<file path="config.mk">
export PLATFORM = sky130hd
export DESIGN_NAME = dx_hazard_ctrl_flat
export DESIGN_NICKNAME = d
export VERILOG_FILES = /design/src/rtl/dx_hazard_ctrl_pkg.sv /design/src/rtl/dx_hazard_ctrl_if.sv /design/src/rtl/dx_hazard_ctrl_insn_src_regs.sv /design/src/rtl/dx_hazard_ctrl.sv /design/src/flat_wrapper.sv
export SDC_FILE = /design/constraint.sdc
export NUM_CORES = 1
export LEC_CHECK = 0
export ABC_AREA = 1
export BUFFER_PORTS_ARGS = -buffer_cell sky130_fd_sc_hd__buf_2
export CORE_AREA = 3 3 53 55
export CTS_BUF_LIST = sky130_fd_sc_hd__clkbuf_8
export DETAILED_ROUTE_END_ITERATION = 6
export DIE_AREA = 0 0 56 58
export GPL_TIMING_DRIVEN = 0
export PLACE_DENSITY = 0.89
export SETUP_SLACK_MARGIN = 0.02
export SLEW_MARGIN = 15
export SYNTH_ARGS = -nofsm -noshare
export SYNTH_HDL_FRONTEND = slang
export SYNTH_SLANG_ARGS = --single-unit
</file>
<file path="constraint.sdc">
create_clock -name clock -period 4.1 [get_ports clock]
set_clock_uncertainty 0.05 [all_clocks]
set_input_delay 0.205 -clock clock [delete_from_list [all_inputs] [get_ports clock]]
set_output_delay 0.205 -clock clock [all_outputs]
set_load 0.01 [all_outputs]
</file>
<file path="src/rtl/dx_hazard_ctrl_pkg.sv">
// Shared definitions for the D/X hazard controller: opcode and ALU-op constants,
// the status register index, and the mult/div sequencer state encoding.
package dx_hazard_ctrl_pkg;

    localparam logic [4:0] OP_RTYPE = 5'b00000;
    localparam logic [4:0] OP_BNE   = 5'b00010;
    localparam logic [4:0] OP_JR    = 5'b00100;
    localparam logic [4:0] OP_ADDI  = 5'b00101;
    localparam logic [4:0] OP_BLT   = 5'b00110;
    localparam logic [4:0] OP_SW    = 5'b00111;
    localparam logic [4:0] OP_LW    = 5'b01000;
    localparam logic [4:0] OP_BEX   = 5'b10110;

    localparam logic [4:0] ALUOP_MUL = 5'b00110;
    localparam logic [4:0] ALUOP_DIV = 5'b00111;

    localparam logic [4:0] REG_STATUS = 5'd30;

    typedef enum logic [1:0] {
        StIdle = 2'b00,
        StRun  = 2'b01,
        StDone = 2'b10
    } md_state_e;

    // R-type instruction whose ALU op selects the multicycle unit.
    function automatic logic is_md_op(logic [4:0] op, logic [4:0] aluop);
        return (op == OP_RTYPE) && ((aluop == ALUOP_MUL) || (aluop == ALUOP_DIV));
    endfunction

endpackage

</file>
<file path="src/rtl/dx_hazard_ctrl_if.sv">
// Pipeline <-> hazard controller signal bundle. The pipeline side is the master, the
// controller the slave. Build option STALL_COUNT_EN adds the two performance counters.
interface dx_hazard_ctrl_if;

    logic [31:0] fd_insn;
    logic [31:0] dx_insn;
    logic        br_taken;
    logic        md_rdy;
    logic        stall_fd;
    logic        stall_dx;
    logic        flush_fd;
    logic        flush_dx;
    logic        md_start;
    logic        md_busy;
    logic        md_timeout;
`ifdef STALL_COUNT_EN
    logic [31:0] stall_cycles;
    logic [31:0] md_cycles;
`endif

    modport master (
        output fd_insn, dx_insn, br_taken, md_rdy,
        input  stall_fd, stall_dx, flush_fd, flush_dx, md_start, md_busy, md_timeout
`ifdef STALL_COUNT_EN
        , input stall_cycles, md_cycles
`endif
    );

    modport slave (
        input  fd_insn, dx_insn, br_taken, md_rdy,
        output stall_fd, stall_dx, flush_fd, flush_dx, md_start, md_busy, md_timeout
`ifdef STALL_COUNT_EN
        , output stall_cycles, md_cycles
`endif
    );

endinterface

</file>
<file path="src/rtl/dx_hazard_ctrl_insn_src_regs.sv">
// Source-register decode (insn_src_regs): which registers an instruction reads.
// Pure combinational.
module dx_hazard_ctrl_insn_src_regs
    import dx_hazard_ctrl_pkg::*;
(
    input  logic [31:0] insn,
    output logic [4:0]  src_a,
    output logic [4:0]  src_b,
    output logic        use_a,
    output logic        use_b
);

    logic [4:0] op, rd, rs, rt;
    logic       unused_insn;

    assign op = insn[31:27];
    assign rd = insn[26:22];
    assign rs = insn[21:17];
    assign rt = insn[16:12];
    assign unused_insn = ^insn[11:0];

    // Stores and branches read rd as a source, not a destination.
    always_comb begin
        src_a = '0;
        src_b = '0;
        use_a = 1'b0;
        use_b = 1'b0;
        case (op)
            OP_RTYPE: begin
                src_a = rs; use_a = 1'b1;
                src_b = rt; use_b = 1'b1;
            end
            OP_ADDI, OP_LW: begin
                src_a = rs; use_a = 1'b1;
            end
            OP_SW, OP_BNE, OP_BLT: begin
                src_a = rd; use_a = 1'b1;
                src_b = rs; use_b = 1'b1;
            end
            OP_JR: begin
                src_a = rd; use_a = 1'b1;
            end
            OP_BEX: begin
                src_a = REG_STATUS; use_a = 1'b1;
            end
            default: ;
        endcase
    end

endmodule

</file>
<file path="src/rtl/dx_hazard_ctrl.sv">
// D/X hazard and stall controller: load-use bubbles, mult/div sequencing with timeout,
// and taken-branch squash. Optional build macro STALL_COUNT_EN adds stall_cycles and
// md_cycles counters on the interface.
module dx_hazard_ctrl
    import dx_hazard_ctrl_pkg::*;
#(
    parameter int unsigned MD_TIMEOUT = 64
) (
    input logic            clock,
    input logic            reset,
    dx_hazard_ctrl_if.slave bus
);

    localparam int unsigned TmoW = $clog2(MD_TIMEOUT + 1);
    localparam logic [TmoW-1:0] TmoLast = TmoW'(MD_TIMEOUT - 1);

    logic [4:0] src_a, src_b;
    logic       use_a, use_b;

    dx_hazard_ctrl_insn_src_regs u_src_regs (
        .insn  (bus.fd_insn),
        .src_a (src_a),
        .src_b (src_b),
        .use_a (use_a),
        .use_b (use_b)
    );

    logic [4:0] dx_op, dx_rd, dx_aluop;
    logic       unused_dx;
    logic       luse, is_md;

    assign dx_op     = bus.dx_insn[31:27];
    assign dx_rd     = bus.dx_insn[26:22];
    assign dx_aluop  = bus.dx_insn[6:2];
    assign unused_dx = ^{bus.dx_insn[21:7], bus.dx_insn[1:0]};

    assign luse  = (dx_op == OP_LW) && (dx_rd != 5'd0) &&
                   ((use_a && (dx_rd == src_a)) || (use_b && (dx_rd == src_b)));
    assign is_md = is_md_op(dx_op, dx_aluop);

    md_state_e       state_q, state_d;
    logic [TmoW-1:0] tmo_cnt_q, tmo_cnt_d;
    logic            tmo_q, tmo_d;
    logic            md_start_c, md_busy_c, md_stall_c;

    // Mult/div sequencer next state; a mul about to be squashed by a branch is not started.
    always_comb begin
        state_d    = state_q;
        tmo_cnt_d  = tmo_cnt_q;
        tmo_d      = tmo_q;
        md_start_c = 1'b0;
        md_busy_c  = 1'b0;
        md_stall_c = 1'b0;
        case (state_q)
            StIdle: begin
                if (is_md && !bus.br_taken) begin
                    md_start_c = 1'b1;
                    md_stall_c = 1'b1;
                    tmo_cnt_d  = '0;
                    state_d    = StRun;
                end
            end
            StRun: begin
                md_busy_c  = 1'b1;
                md_stall_c = 1'b1;
                if (bus.md_rdy) begin
                    state_d = StDone;
                end else if (tmo_cnt_q == TmoLast) begin
                    tmo_d   = 1'b1;
                    state_d = StDone;
                end else begin
                    tmo_cnt_d = tmo_cnt_q + 1'b1;
                end
            end
            // The finished mul leaves X this cycle; it must not retrigger.
            StDone:  state_d = StIdle;
            default: state_d = StIdle;
        endcase
    end

    // Sequencer state; reset aborts any run in flight.
    always_ff @(posedge clock or negedge reset) begin
        if (!reset) begin
            state_q   <= StIdle;
            tmo_cnt_q <= '0;
            tmo_q     <= 1'b0;
        end else begin
            state_q   <= state_d;
            tmo_cnt_q <= tmo_cnt_d;
            tmo_q     <= tmo_d;
        end
    end

    logic stall_fd_c, stall_dx_c, flush_fd_c, flush_dx_c;

    // Prioritised stall/flush outputs; everything is forced low while reset is held.
    always_comb begin
        stall_fd_c = 1'b0;
        stall_dx_c = 1'b0;
        flush_fd_c = 1'b0;
        flush_dx_c = 1'b0;
        if (reset) begin
            if (bus.br_taken) begin
                flush_fd_c = 1'b1;
                flush_dx_c = 1'b1;
            end else if (md_stall_c) begin
                stall_fd_c = 1'b1;
                stall_dx_c = 1'b1;
            end else if (luse) begin
                stall_fd_c = 1'b1;
                flush_dx_c = 1'b1;
            end
        end
    end

    assign bus.stall_fd   = stall_fd_c;
    assign bus.stall_dx   = stall_dx_c;
    assign bus.flush_fd   = flush_fd_c;
    assign bus.flush_dx   = flush_dx_c;
    assign bus.md_start   = reset & md_start_c;
    assign bus.md_busy    = reset & md_busy_c;
    assign bus.md_timeout = reset & tmo_q;

`ifdef STALL_COUNT_EN
    logic [31:0] stall_cycles_q, md_cycles_q;

    // Free-running performance counters, wrapping at 2^32.
    always_ff @(posedge clock or negedge reset) begin
        if (!reset) begin
            stall_cycles_q <= '0;
            md_cycles_q    <= '0;
        end else begin
            if (stall_fd_c)       stall_cycles_q <= stall_cycles_q + 32'd1;
            if (state_q == StRun) md_cycles_q    <= md_cycles_q + 32'd1;
        end
    end

    assign bus.stall_cycles = stall_cycles_q;
    assign bus.md_cycles    = md_cycles_q;
`endif

endmodule

</file>
<file path="src/flat_wrapper.sv">
// flat-port wrapper written by rule: the top's interface ports become plain ports
module dx_hazard_ctrl_flat import dx_hazard_ctrl_pkg::*;
#(
    parameter int unsigned MD_TIMEOUT = 64
)
  (clock, reset, bus_fd_insn, bus_dx_insn, bus_br_taken, bus_md_rdy, bus_stall_fd, bus_stall_dx, bus_flush_fd, bus_flush_dx, bus_md_start, bus_md_busy, bus_md_timeout);
  dx_hazard_ctrl_if bus_i ();
  input logic clock;
  input logic reset;
  input wire logic [$bits(bus_i.fd_insn)-1:0] bus_fd_insn;
  input wire logic [$bits(bus_i.dx_insn)-1:0] bus_dx_insn;
  input wire logic [$bits(bus_i.br_taken)-1:0] bus_br_taken;
  input wire logic [$bits(bus_i.md_rdy)-1:0] bus_md_rdy;
  output wire logic [$bits(bus_i.stall_fd)-1:0] bus_stall_fd;
  output wire logic [$bits(bus_i.stall_dx)-1:0] bus_stall_dx;
  output wire logic [$bits(bus_i.flush_fd)-1:0] bus_flush_fd;
  output wire logic [$bits(bus_i.flush_dx)-1:0] bus_flush_dx;
  output wire logic [$bits(bus_i.md_start)-1:0] bus_md_start;
  output wire logic [$bits(bus_i.md_busy)-1:0] bus_md_busy;
  output wire logic [$bits(bus_i.md_timeout)-1:0] bus_md_timeout;
  assign bus_i.fd_insn = bus_fd_insn;
  assign bus_i.dx_insn = bus_dx_insn;
  assign bus_i.br_taken = bus_br_taken;
  assign bus_i.md_rdy = bus_md_rdy;
  assign bus_stall_fd = bus_i.stall_fd;
  assign bus_stall_dx = bus_i.stall_dx;
  assign bus_flush_fd = bus_i.flush_fd;
  assign bus_flush_dx = bus_i.flush_dx;
  assign bus_md_start = bus_i.md_start;
  assign bus_md_busy = bus_i.md_busy;
  assign bus_md_timeout = bus_i.md_timeout;
  dx_hazard_ctrl #(.MD_TIMEOUT(MD_TIMEOUT)) u_core (.clock(clock), .reset(reset), .bus(bus_i));
endmodule
</file>
==> impl_metrics.ini <==
[run_status]
status = finished clean

[logic_synthesis]
synth_fa_ha_area_share_pct = 1.15
synth_nets = 248
synth-compound-area-share_pct = 13.6
synthSimpleGateAreaFrac_pct = 46.5
syn_area_um2 = 1080
ys_warn_count = 0
syn_area_per_cell_um2 = 6.05
synthXorXnorAreaFrac_pct = 2.42
synth_top_family_by_area = simple AND/OR/NAND/NOR gates
muxShareOfSynthArea_pct = 0
synthCells = 179
yosysSeqAreaShare_pct = 23.1
synth_cell_types = 25
synth.ff_latch_count = 10

[worst_hold_path]
holdCritPathClass = in2reg
worstHoldPathCells = 3

[cts]
clk-insertion-delay-late_ns = 0.24
post_cts_buffers = 0
clk_path_buf_depth = 2
numCtsBuffers = 3
cts_tree = yes
cts_max_level = 1
cts.sinks = 10
cts_root_buffer = clkbuf_8
clkTransAtPathRegs_ns = 0.05
cts.repair.resized = 0

[timing]
finalHoldViolCount = 0
relSlewSlack_pct = 78.3
fin_crit_ns = 1.96
tightest_slew_ns = 0.323
rsz0062_at_grt = no
period_share_pct = 47.8
slew_viol_final = 0
finalSetupViolations = 0
clock.fmax_mhz = 511
tns_ns = 0

[critical_path]
start_kind = flip-flop
crit_buf_inv = 1
crit_chain = ha_1 > nand2_1 > inv_1 > nand4_1 > nor2_1 > nor2_2 > nand2_1 > nand2_2 > nand3_2 > nor2_1 > nand3_1 > nand2_1 > nor2_1
crit_family = simple AND/OR/NAND/NOR gates
endpoint_kind = flip-flop
critical-path-max-stage-delay_ns = 0.41
criticalPathCategory = reg2reg
rr_worst_depth = 13
worstPathArrival_ns = 2.03
crit_slowest_cell = dfrtp_1
path_depth = 13
required_ns = 4.18
cp_max_fo = 5

[floorplanning]
start_util_pct = 44.5
fp.dieW_um = 56
dieArea_um2 = 3250
core_area_um2 = 2430
rows = 18
die-height_um = 58
io_pins = 75

[layout]
final_core_util_pct = 57.3
num_antenna_cells = 0
instances_no_fill = 257
layout-drive-gt1-share_pct = 28.6
fillers = 247
fin_nets = 298
mostFrequentLayoutCells = 46 x nand2_1, 44 x buf_2, 36 x inv_1
area_growth_pct = 28.5
layout_commonest_cell = nand2_1

[global_route]
gr-total-overflow = 0
grt_max_degree = 14
antenna_found_initial = 0
grt_pass1_wl_mm = 4.65
grtUsageTotal_pct = 17.6
grt_pass1_vias = 1147

[power_and_ir_drop]
leakagePower_nw = 0.864
power_w = 0.000271
ir_drop_uv = 225
p_per_area_nw_per_um2 = 194

[placed_design]
port_buffers = 44
post-dp-hpwl_mm = 2.21
dp.cells = 253
gp_congestion = 0.831

[drt]
ant_nets = 0
avgViaCountPerCell = 4.95
routed_wl_mm = 2.77
wl_per_cell_um = 10.8
via_count = 1273
dr.first_iter.drc_count = 60
drc = 0
dr.pass1.iters = 4

[flow_run]
maxCapViolCount = 0
[cells by family (layout without fill, tap and decap cells)]
family | after synthesis | count (layout)
DFF | 10 | 10
buffers and inverters | 38 | 86
adders and majority gates | 1 | 1
AOI/OAI and AO/OA | 21 | 21
xor gates and xnor gates | 3 | 3
and+or+nand+nor | 106 | 106
[cell type report]
| class | instances | area [µm²] | share of cell area (%) |
|---|---|---|---|
| multi-input cells | 131 | 691 | 49.6 |
| repair buffers | 45 | 230 | 16.5 |
| clock buffers | 3 | 41.3 | 2.96 |
| flip-flops and latches | 10 | 250 | 18.0 |
| inverters | 38 | 143 | 10.2 |
| well taps | 30 | 37.5 | 2.70 |
[worst reg2reg max path: stages, from the launching register on]
cell and delay [ns]:
dfrtp_1 0.41, ha_1 0.24, nand2_1 0.07, inv_1 0.05, nand4_1 0.11, nor2_1 0.09, nor2_2 0.14, nand2_1 0.09
nand2_2 0.13, nand3_2 0.11, nor2_1 0.17, nand3_1 0.09, nand2_1 0.07, nor2_1 0.04
[Yosys cell counts, drive strengths merged]
library cell  instances  share of area (%)
o41ai                 1               0.81
nor4                  3                1.7
nor2                 28                 11
ha                    1                1.2
o22ai                 5                4.0
a21oi                10                5.7
o21ai                 2               0.92
a311oi                1               0.81
nand2                48                 18
nand4                 6                3.5
a21o                  1               0.69
xor2                  3                2.4
dfrtp                10                 23
o31ai                 1               0.69
nand3                18                 12
inv                  38                 13
nor3                  3                1.4
[timing repair]
action / CTS / global route
hold buffers: 1 / 0
hold endpoints to repair: 10 / 0
endpoints found under the setup margin: 0 / 0
[power by group]
part	switching, W	leakage, nW	total, W	internal [W]
combinational	0.0000396	0.713	0.0000686	0.0000291
clock	0.0000358	0.0216	0.0000999	0.0000640
sequential	0.00000152	0.130	0.000102	0.000101
total	0.0000769	0.864	0.000271	0.000194
[sequential cells by signal, indices dropped and copies added (netlist names)]
signal	cells
u_core.tmo_q	1
u_core.tmo_cnt_q	7
u_core.state_q	2
[stage by stage]
stage	hold WS [ns]	area [µm²]	setup WS (ns)
6_report	0.190	1390	2.14
4_1_cts	0.190	1390	2.17
3_5_place_dp	0.0409	1340	2.18
2_1_floorplan	-0.141	1080	2.41
3_3_place_gp	0.0410	1340	2.24
5_1_grt	0.220	1390	1.89
[layer usage]
metal / track usage, % / part of all wire [%]
met5: 0 / 0
met4: 6.44 / 1.1
met3: 2.45 / 6.6
met2: 31.6 / 47
met1: 21.4 / 45
[path summary, 6_finish.rpt]
check,from,end,slack [ns]
worst max-delay path,u_core.tmo_cnt_q[0],u_core.tmo_cnt_q[5],2.14
worst min-delay path,bus_md_rdy,u_core.state_q[1],0.19
worst max register to register,u_core.tmo_cnt_q[0],u_core.tmo_cnt_q[5],2.14
worst min register to register,u_core.tmo_q,u_core.tmo_q,0.41
max in group asynchronous,reset,u_core.tmo_cnt_q[0],3.46
min in group asynchronous,reset,u_core.tmo_cnt_q[4],0.33
Note: power is estimated with default switching activity, not from simulation.
